==> src/rtl/ringnet_if.sv <==
// Host-side bundle for ringnet: per-station TX/RX valid/ready channels and status pulses.
interface ringnet_if #(
    parameter int N     = 8,
    parameter int ABITS = 3,
    parameter int DW    = 8
);
    logic [N-1:0]       tx_valid;
    logic [N-1:0]       tx_ready;
    logic [N-1:0]       tx_bcast;
    logic [N*ABITS-1:0] tx_dst;
    logic [N*DW-1:0]    tx_data;
    logic [N-1:0]       rx_valid;
    logic [N-1:0]       rx_ready;
    logic [N*ABITS-1:0] rx_src;
    logic [N-1:0]       rx_bcast;
    logic [N*DW-1:0]    rx_data;
    logic [N-1:0]       tx_fail;
    logic [N-1:0]       rx_drop;

    modport master (
        output tx_valid, tx_bcast, tx_dst, tx_data, rx_ready,
        input  tx_ready, rx_valid, rx_src, rx_bcast, rx_data, tx_fail, rx_drop
    );

    modport slave (
        input  tx_valid, tx_bcast, tx_dst, tx_data, rx_ready,
        output tx_ready, rx_valid, rx_src, rx_bcast, rx_data, tx_fail, rx_drop
    );
endinterface

==> src/rtl/ringnet.sv <==
// N-station slotted ring: one registered slot per station, per-station TX/RX FIFOs,
// source removal of returning packets, undelivered-unicast and missed-broadcast pulses.
module ringnet #(
    parameter int N     = 8,
    parameter int ABITS = 3,
    parameter int DW    = 8,
    parameter int DEPTH = 4
) (
    input  logic      clk,
    input  logic      rst,
    ringnet_if.slave  bus
);
    localparam int PW = $clog2(DEPTH);
    localparam int CW = PW + 1;

    typedef struct packed {
        logic             valid;
        logic             bcast;
        logic [ABITS-1:0] dst;
        logic [ABITS-1:0] src;
        logic [DW-1:0]    data;
    } slot_t;

    typedef struct packed {
        logic             bcast;
        logic [ABITS-1:0] dst;
        logic [DW-1:0]    data;
    } txe_t;

    typedef struct packed {
        logic             bcast;
        logic [ABITS-1:0] src;
        logic [DW-1:0]    data;
    } rxe_t;

    slot_t         slot_q   [N];
    slot_t         slot_d   [N];
    slot_t         in_s     [N];
    txe_t          tx_mem_q [N][DEPTH];
    rxe_t          rx_mem_q [N][DEPTH];
    rxe_t          rx_wdata [N];
    logic [PW-1:0] tx_wp_q [N], tx_wp_d [N], tx_rp_q [N], tx_rp_d [N];
    logic [PW-1:0] rx_wp_q [N], rx_wp_d [N], rx_rp_q [N], rx_rp_d [N];
    logic [CW-1:0] tx_cnt_q [N], tx_cnt_d [N], rx_cnt_q [N], rx_cnt_d [N];
    logic [N-1:0]  tx_push, tx_pop, rx_push, rx_pop, free, rx_full;

    always_comb begin
        tx_push      = '0;
        tx_pop       = '0;
        rx_push      = '0;
        rx_pop       = '0;
        free         = '0;
        rx_full      = '0;
        bus.tx_fail  = '0;
        bus.rx_drop  = '0;
        bus.tx_ready = '0;
        bus.rx_valid = '0;
        bus.rx_src   = '0;
        bus.rx_bcast = '0;
        bus.rx_data  = '0;
        for (int i = 0; i < N; i++) begin
            in_s[i]     = slot_q[(i + N - 1) % N];
            rx_full[i]  = (rx_cnt_q[i] == CW'(DEPTH));
            free[i]     = 1'b1;
            slot_d[i]   = '0;
            rx_wdata[i] = '{bcast: in_s[i].bcast, src: in_s[i].src, data: in_s[i].data};

            // Incoming-slot decision: source removal beats delivery, a blocked unicast keeps circulating.
            if (in_s[i].valid) begin
                if (in_s[i].src == ABITS'(i)) begin
                    bus.tx_fail[i] = ~in_s[i].bcast;
                end else if (in_s[i].bcast) begin
                    free[i]        = 1'b0;
                    slot_d[i]      = in_s[i];
                    rx_push[i]     = ~rx_full[i];
                    bus.rx_drop[i] = rx_full[i];
                end else if (in_s[i].dst == ABITS'(i) && !rx_full[i]) begin
                    rx_push[i] = 1'b1;
                end else begin
                    free[i]   = 1'b0;
                    slot_d[i] = in_s[i];
                end
            end

            tx_pop[i] = free[i] && (tx_cnt_q[i] != '0);
            if (tx_pop[i]) begin
                slot_d[i] = '{valid: 1'b1,
                              bcast: tx_mem_q[i][tx_rp_q[i]].bcast,
                              dst:   tx_mem_q[i][tx_rp_q[i]].dst,
                              src:   ABITS'(i),
                              data:  tx_mem_q[i][tx_rp_q[i]].data};
            end

            bus.tx_ready[i] = (tx_cnt_q[i] != CW'(DEPTH));
            bus.rx_valid[i] = (rx_cnt_q[i] != '0);
            tx_push[i]      = bus.tx_valid[i] && bus.tx_ready[i];
            rx_pop[i]       = bus.rx_valid[i] && bus.rx_ready[i];

            bus.rx_src[i*ABITS +: ABITS] = rx_mem_q[i][rx_rp_q[i]].src;
            bus.rx_bcast[i]              = rx_mem_q[i][rx_rp_q[i]].bcast;
            bus.rx_data[i*DW +: DW]      = rx_mem_q[i][rx_rp_q[i]].data;

            tx_wp_d[i]  = tx_wp_q[i] + PW'(tx_push[i]);
            tx_rp_d[i]  = tx_rp_q[i] + PW'(tx_pop[i]);
            tx_cnt_d[i] = tx_cnt_q[i] + CW'(tx_push[i]) - CW'(tx_pop[i]);
            rx_wp_d[i]  = rx_wp_q[i] + PW'(rx_push[i]);
            rx_rp_d[i]  = rx_rp_q[i] + PW'(rx_pop[i]);
            rx_cnt_d[i] = rx_cnt_q[i] + CW'(rx_push[i]) - CW'(rx_pop[i]);
        end
    end

    always_ff @(posedge clk) begin
        for (int i = 0; i < N; i++) begin
            if (tx_push[i]) begin
                tx_mem_q[i][tx_wp_q[i]] <= '{bcast: bus.tx_bcast[i],
                                             dst:   bus.tx_dst[i*ABITS +: ABITS],
                                             data:  bus.tx_data[i*DW +: DW]};
            end
            if (rx_push[i]) begin
                rx_mem_q[i][rx_wp_q[i]] <= rx_wdata[i];
            end
            // Only valid bits and FIFO bookkeeping are cleared; payload storage is left as is.
            if (rst) begin
                slot_q[i].valid <= 1'b0;
                tx_wp_q[i]      <= '0;
                tx_rp_q[i]      <= '0;
                tx_cnt_q[i]     <= '0;
                rx_wp_q[i]      <= '0;
                rx_rp_q[i]      <= '0;
                rx_cnt_q[i]     <= '0;
            end else begin
                slot_q[i]   <= slot_d[i];
                tx_wp_q[i]  <= tx_wp_d[i];
                tx_rp_q[i]  <= tx_rp_d[i];
                tx_cnt_q[i] <= tx_cnt_d[i];
                rx_wp_q[i]  <= rx_wp_d[i];
                rx_rp_q[i]  <= rx_rp_d[i];
                rx_cnt_q[i] <= rx_cnt_d[i];
            end
        end
    end
endmodule
==> src/flat_wrapper.sv <==
// flat-port wrapper written by rule: the top's interface ports become plain ports
module ringnet_flat 
#(
    parameter int N     = 8,
    parameter int ABITS = 3,
    parameter int DW    = 8,
    parameter int DEPTH = 4
)
  (clk, rst, bus_tx_valid, bus_tx_bcast, bus_tx_dst, bus_tx_data, bus_rx_ready, bus_tx_ready, bus_rx_valid, bus_rx_src, bus_rx_bcast, bus_rx_data, bus_tx_fail, bus_rx_drop);
  ringnet_if #(.N(N), .ABITS(ABITS), .DW(DW)) bus_i ();
  input  logic clk;
  input  logic rst;
  input wire logic [$bits(bus_i.tx_valid)-1:0] bus_tx_valid;
  input wire logic [$bits(bus_i.tx_bcast)-1:0] bus_tx_bcast;
  input wire logic [$bits(bus_i.tx_dst)-1:0] bus_tx_dst;
  input wire logic [$bits(bus_i.tx_data)-1:0] bus_tx_data;
  input wire logic [$bits(bus_i.rx_ready)-1:0] bus_rx_ready;
  output wire logic [$bits(bus_i.tx_ready)-1:0] bus_tx_ready;
  output wire logic [$bits(bus_i.rx_valid)-1:0] bus_rx_valid;
  output wire logic [$bits(bus_i.rx_src)-1:0] bus_rx_src;
  output wire logic [$bits(bus_i.rx_bcast)-1:0] bus_rx_bcast;
  output wire logic [$bits(bus_i.rx_data)-1:0] bus_rx_data;
  output wire logic [$bits(bus_i.tx_fail)-1:0] bus_tx_fail;
  output wire logic [$bits(bus_i.rx_drop)-1:0] bus_rx_drop;
  assign bus_i.tx_valid = bus_tx_valid;
  assign bus_i.tx_bcast = bus_tx_bcast;
  assign bus_i.tx_dst = bus_tx_dst;
  assign bus_i.tx_data = bus_tx_data;
  assign bus_i.rx_ready = bus_rx_ready;
  assign bus_tx_ready = bus_i.tx_ready;
  assign bus_rx_valid = bus_i.rx_valid;
  assign bus_rx_src = bus_i.rx_src;
  assign bus_rx_bcast = bus_i.rx_bcast;
  assign bus_rx_data = bus_i.rx_data;
  assign bus_tx_fail = bus_i.tx_fail;
  assign bus_rx_drop = bus_i.rx_drop;
  ringnet #(.N(N), .ABITS(ABITS), .DW(DW), .DEPTH(DEPTH)) u_core (.clk(clk), .rst(rst), .bus(bus_i));
endmodule
==> config.mk <==
export PLATFORM = sky130hd
export DESIGN_NAME = ringnet_flat
export DESIGN_NICKNAME = d
export VERILOG_FILES = /design/src/rtl/ringnet_if.sv /design/src/rtl/ringnet.sv /design/src/flat_wrapper.sv
export SDC_FILE = /design/constraint.sdc
export NUM_CORES = 1
export LEC_CHECK = 0
export CAP_MARGIN = 5
export CORE_ASPECT_RATIO = 2
export CORE_UTILIZATION = 50
export DETAILED_ROUTE_END_ITERATION = 16
export DONT_BUFFER_PORTS = 1
export MAX_ROUTING_LAYER = met4
export PLACE_DENSITY = 0.69
export SYNTH_ARGS = -nofsm -noshare
export SYNTH_HDL_FRONTEND = slang
export SYNTH_SLANG_ARGS = --single-unit
==> constraint.sdc <==
create_clock -name clk -period 12.74 [get_ports clk]
set_input_delay 2.548 -clock clk [delete_from_list [all_inputs] [get_ports clk]]
set_output_delay 2.548 -clock clk [all_outputs]
set_load 0.02 [all_outputs]
==> Word level (Yosys, flattened, before mapping) <==
Memories as Yosys holds them, arrays and structs flattened.
Cells that the tools add are included.
{ "classes": {"addsub": 64, "order_cmp": 48, "n_eq_ne": 30, "muxes": 307, "n_bitwise": 104, "n_reduce_logical": 74} }
{ "ops": {"columns": ["op", "n"], "rows": [
  ["two-way mux 48 bit", 16],
  ["two-way mux 16 bit", 40],
  ["two-way mux 12 bit", 48],
  ["binary-select mux 12 bit (select 2 bit)", 16],
  ["demux 12 bit (select 2 bit)", 16],
  ["two-way mux 1 bit", 123],
  [">= comparator 3 bit (second input constant)", 32],
  ["inverter 2 -> 3 bit", 32],
  ["adder 2 x 1 -> 2 bit", 32],
  ["two-way mux 2 bit", 32],
  ["OR 1 bit", 56],
  ["adder 3 x 1 -> 3 bit", 16],
  ["equality test 3 bit (second input constant)", 16],
  ["logical AND 1 bit", 48],
  ["less-than comparator 3 x 1 -> 1 bit (second input constant)", 16],
  ["two-way mux 3 bit", 16],
  ["nonzero test 3 bit", 16],
  ["subtractor 3 x 1 -> 3 bit", 16],
  ["inequality test 3 bit (second input constant)", 8],
  ["inverter 1 bit", 16],
  ["equality test 3 x 2 -> 1 bit (second input constant)", 4],
  ["zero test 1 bit", 8],
  ["equality test 3 x 1 -> 1 bit (second input constant)", 2],
  ["zero test 3 bit", 2]
]} }
{ "word_totals": {"ff_bits": 0, "ramBits": 1008, "input_bits": 114, "out_inout_bits": 128, "wordCells": 636, "memories": 9} }
{ "mem_list": {"columns": ["memory", "words", "word_bits", "rd", "rd_ports_with_merged_regs", "wr", "line_no", "source"], "rows": [
  ["u_core.rx_mem_q", 8, 48, 8, 0, 8, "ringnet.sv:40", "rxe_t rx_mem_q [N][DEPTH];"],
  ["u_core.tx_mem_q", 8, 48, 8, 0, 8, "ringnet.sv:39", "txe_t tx_mem_q [N][DEPTH];"],
  ["u_core.slot_q", 8, 16, 8, 0, 8, "ringnet.sv:36", "slot_t slot_q [N];"],
  ["u_core.rx_cnt_q", 8, 3, 8, 0, 8, "ringnet.sv:44", "logic [CW-1:0] tx_cnt_q [N], tx_cnt_d [N], rx_cnt_q [N], rx_cnt_d [N];"],
  ["u_core.tx_cnt_q", 8, 3, 8, 0, 8, "ringnet.sv:44", null],
  ["u_core.rx_rp_q", 8, 2, 8, 0, 8, "ringnet.sv:43", "logic [PW-1:0] rx_wp_q [N], rx_wp_d [N], rx_rp_q [N], rx_rp_d [N];"],
  ["+3 memories", null, null, null, null, null, null, null]
]} }

==> Longest topological paths before layout <==
An unclocked memory read counts as a cell.
{ "depth": {"word_depth": 11, "ltp_mapped": 12, "depth_no_buf": 11} }

==> Worst setup path before layout <==
No wires, ideal clock.
{ "synth_timing": {"path_kind": "in2reg", "startpoint": "input rst", "endpoint": "memory u_core.slot_q[0][0] (netlist bit), enable pin", "setup_time_ns": 0.474, "arrival_time_ns": 5.289, "required_ns": 12.266, "setup_slack_ns": 6.977, "cell_stages": 3, "n_path_buf": 2, "path_cell_list": "clkbuf_1 > clkbuf_1 > inv_1"} }
{ "synth_lines": {"columns": ["item", "line_no", "source"], "rows": [
  ["start, declared", "flat_wrapper.sv:12", "input logic rst;"],
  ["end, declared", "ringnet.sv:36", null]
]} }

==> results.yml <==
sta:
  slew_headroom: 0.163
  rsz0062_at_grt: "false"
  timing.fmax_mhz: 203
  slew_viol_final: 0
  period_minus_slack_ns: 4.92
  finalSetupViolations: 0
  fin_crit_sh: 0.386
  hold_violations: 0
  skew_ns: 0.0262
  finalSetupTns_ns: 0
  tightestPinTransition_ns: 1.25
synthesis:
  synth_top_area_frac: 0.688
  synth_fp_nets: 2134
  syn_area_per_cell_um2: 19.9
  synth_edf_count: 888
  yosysTopAreaCell: "edfxtp_1"
  netlist_instances: 1942
  async_reset_ff_frac: 0
  yosysWarnings: 0
  ys_seq_elements: 1008
  syn_area_um2: 38700
  yosysUniqueCellTypes: 47
  synth_area_leaders: "edfxtp_1, mux4_2, dfxtp_1"
  ys.flop_type: "edfxtp_1"
  synth-seq-area-share: 0.750
placed_design:
  dp.cells: 2927
  gp_congestion: 0.831
  place_hpwl_um: 56900
  port_buffers: 0
cells_and_area:
  drive_gt1_frac: 0.185
  synthToLayoutAreaGrowth_pct: 10.5
  fin_util: 0.556
  final_nets: 2184
  fin_cells: 3089
setup_path:
  max_stage_delay_ns: 0.67
  crit_slowest_cell: "nor3_1"
  crit_path_end_kind: "output port"
  worst-setup-path-type: "reg2out"
  crit_required_ns: 10.19
  worstPathArrival_ns: 2.37
  path_cells: "or3b_2 -> nor3_1"
  crit_path_max_fanout: 7
  cp-start-kind: "flop"
clocking:
  cts_hold_buf: 0
  cts_root_buf: "clkbuf_16"
  clk_path_buf_depth: 3
  cts.clk_slew.worst_paths_ns: 0.07
  insertion_delay_ns: 0.68
  cts.htree.levels: 3
  cts_resized: 0
  post_cts_buffers: 0
  cts_tree: "done"
  cts_buffers: 85
  cts.sinks: 1008
global_routing:
  top_usage_layer: "met2"
  grt_pass1_vias: 19000
  grt_antenna_before_repair: 3
  grt_use_met2: 0.372
  grt-ovfl-total: 0
  grtUsageMet1: 0.225
  grt_max_degree: 119
  grt.total_usage: 0.217
  grt_first_pass_wirelength_um: 119000
  met3_usage: 0.0653
drt:
  drtIter0Drc: 1046
  wl_um: 80300
  wire_per_inst_um: 26.0
  firstDrtPassIters: 5
  drc: 0
  antenna_left: 0
  viasPerCell: 5.72
  vias: 17700
pwr:
  p_leak_uw: 0.0141
  total_power_uw: 9770
  ir_drop_uv: 196
  powerDensity_nw_per_um2: 228
floorplanning:
  start_util: 0.504
  die_area_um2: 78700
  fp.dieW_um: 199
  dieHeight_um: 396
  ios: 242
  rows: 144
  core_um2: 76900
hold_path:
  holdCritPathClass: "reg2reg"
flow_run:
  drv_cap: 0
outcome:
  status: "complete, no violations"
-- per-stage QoR --
stage	worst slack [ns]	area (µm²)	hold slack [ns]
after floorplan	6.98	38700	0.482
after global placement	8.29	40000	0.516
after detailed placement	8.27	40000	0.524
after CTS	7.73	42800	0.540
after global routing	7.69	42800	0.567
final	7.82	42800	0.542
-- sequential cells by signal (all words and copies together), names as in the netlist --
register,cells
u_core.tx_wp_q,16
u_core.tx_cnt_q,24
u_core.rx_mem_q,384
u_core.tx_rp_q,16
u_core.slot_q,128
u_core.rx_wp_q,16
u_core.rx_cnt_q,24
u_core.tx_mem_q,384
u_core.rx_rp_q,16
-- per-layer routing --
layer / share of wire / vias to the layer above
met2: 0.53 / 537
met5: 0 / -
met1: 0.34 / 9192
met3: 0.080 / 129
met4: 0.043 / 0
li1: - / 7822
-- cell type report --
cell class | instances | area, µm²
clock inverters | 47 | 484
flip-flops and latches | 1008 | 29100
multi-input cells | 793 | 9130
repair buffers | 25 | 188
fillers | 5813 | 34100
diodes | 3 | 7.51
clock buffers | 112 | 2350
inverters | 79 | 299
well taps | 1022 | 1280
-- Yosys cell counts, types with 3 or more instances --
library cell  instances
or3_1                11
inv_1                79
a22o_1               89
buf_2                27
xnor2_1              58
buf_1                16
a21oi_1               6
nor2_1               84
o21a_1                3
buf_6                 3
a32o_1                6
or3b_1                3
nor3_1               23
nor3b_1              33
nand3b_1              6
and3_1               21
dfxtp_1             120
nor2_4                4
a2111oi_4             4
xor2_1                6
o311a_4               3
nand2b_1              4
edfxtp_1            888
mux4_2              192
nand2_1              30
nor2b_1              68
ha_1                 62
a21boi_0              6
or3b_2                4
o311a_1               3
and4_1                4
and3b_1               4
clkbuf_1             15
and2_1               26
fa_1                 16
-- placed cells by master (no fill, tap or decap), types with 5 or more instances in the layout --
master / Yosys / routed
or3_1: 11 / 11
nor3_1: 23 / 21
inv_1: 79 / 78
a21oi_1: 6 / 6
edfxtp_1: 888 / 888
clkinvlp_4: 0 / 9
mux4_2: 192 / 192
bufinv_16: 0 / 6
inv_6: 0 / 5
dfxtp_1: 120 / 120
ha_1: 62 / 62
clkbuf_8: 0 / 10
clkbuf_16: 0 / 86
buf_4: 1 / 25
nand2_1: 30 / 30
nand3b_1: 6 / 6
fa_1: 16 / 16
clkbuf_1: 15 / 16
a32o_1: 6 / 6
nor3b_2: 0 / 7
clkinv_1: 0 / 10
and3_1: 21 / 21
xor2_1: 6 / 6
and2_1: 26 / 26
nor3b_1: 33 / 26
a21boi_0: 6 / 6
xnor2_1: 58 / 58
a22o_1: 89 / 89
nor2b_1: 68 / 68
nor2_1: 84 / 84
clkinv_2: 0 / 11
-- power by group --
group	internal [µW]	switching, µW	total, µW
Combinational	1000	1190	2190
Clock	1440	1180	2620
Sequential	4330	621	4950
-- worst max-delay path, delay by kind of cell, from the launching register on --
family           cells  cell delay, ns
and+or+nand+nor      2            1.21
DFF                  1            0.48
-- cell families (layout without fill, tap and decap cells) --
logic type / count (synthesis) / count (layout) / share of synthesized area
DFF: 1008 / 1008 / 0.750
and+or+nand+nor: 329 / 329 / 0.0479
muxes: 192 / 192 / 0.112
buffers and inverters: 141 / 263 / 0.0152
AOI/OAI and AO/OA: 130 / 130 / 0.0321
adders and majority gates: 78 / 78 / 0.0283
xor gates and xnor gates: 64 / 64 / 0.0145
other: 0 / 3 / 0
-- path summary, 6_finish.rpt --
kind                                            from                 endpoint  slack, ns  cells after the start
worst max-delay path            u_core.slot_q[0][24]           bus_tx_fail[2]       7.82                      2
worst min-delay path            u_core.slot_q[2][21]  u_core.rx_mem_q[1][101]       0.54                      0
worst min register to register  u_core.slot_q[2][21]  u_core.rx_mem_q[1][101]       0.54                      0
worst max register to register   u_core.slot_q[1][9]   u_core.tx_cnt_q[0][11]       9.23                     11
Power figures use the tool's default switching activity.
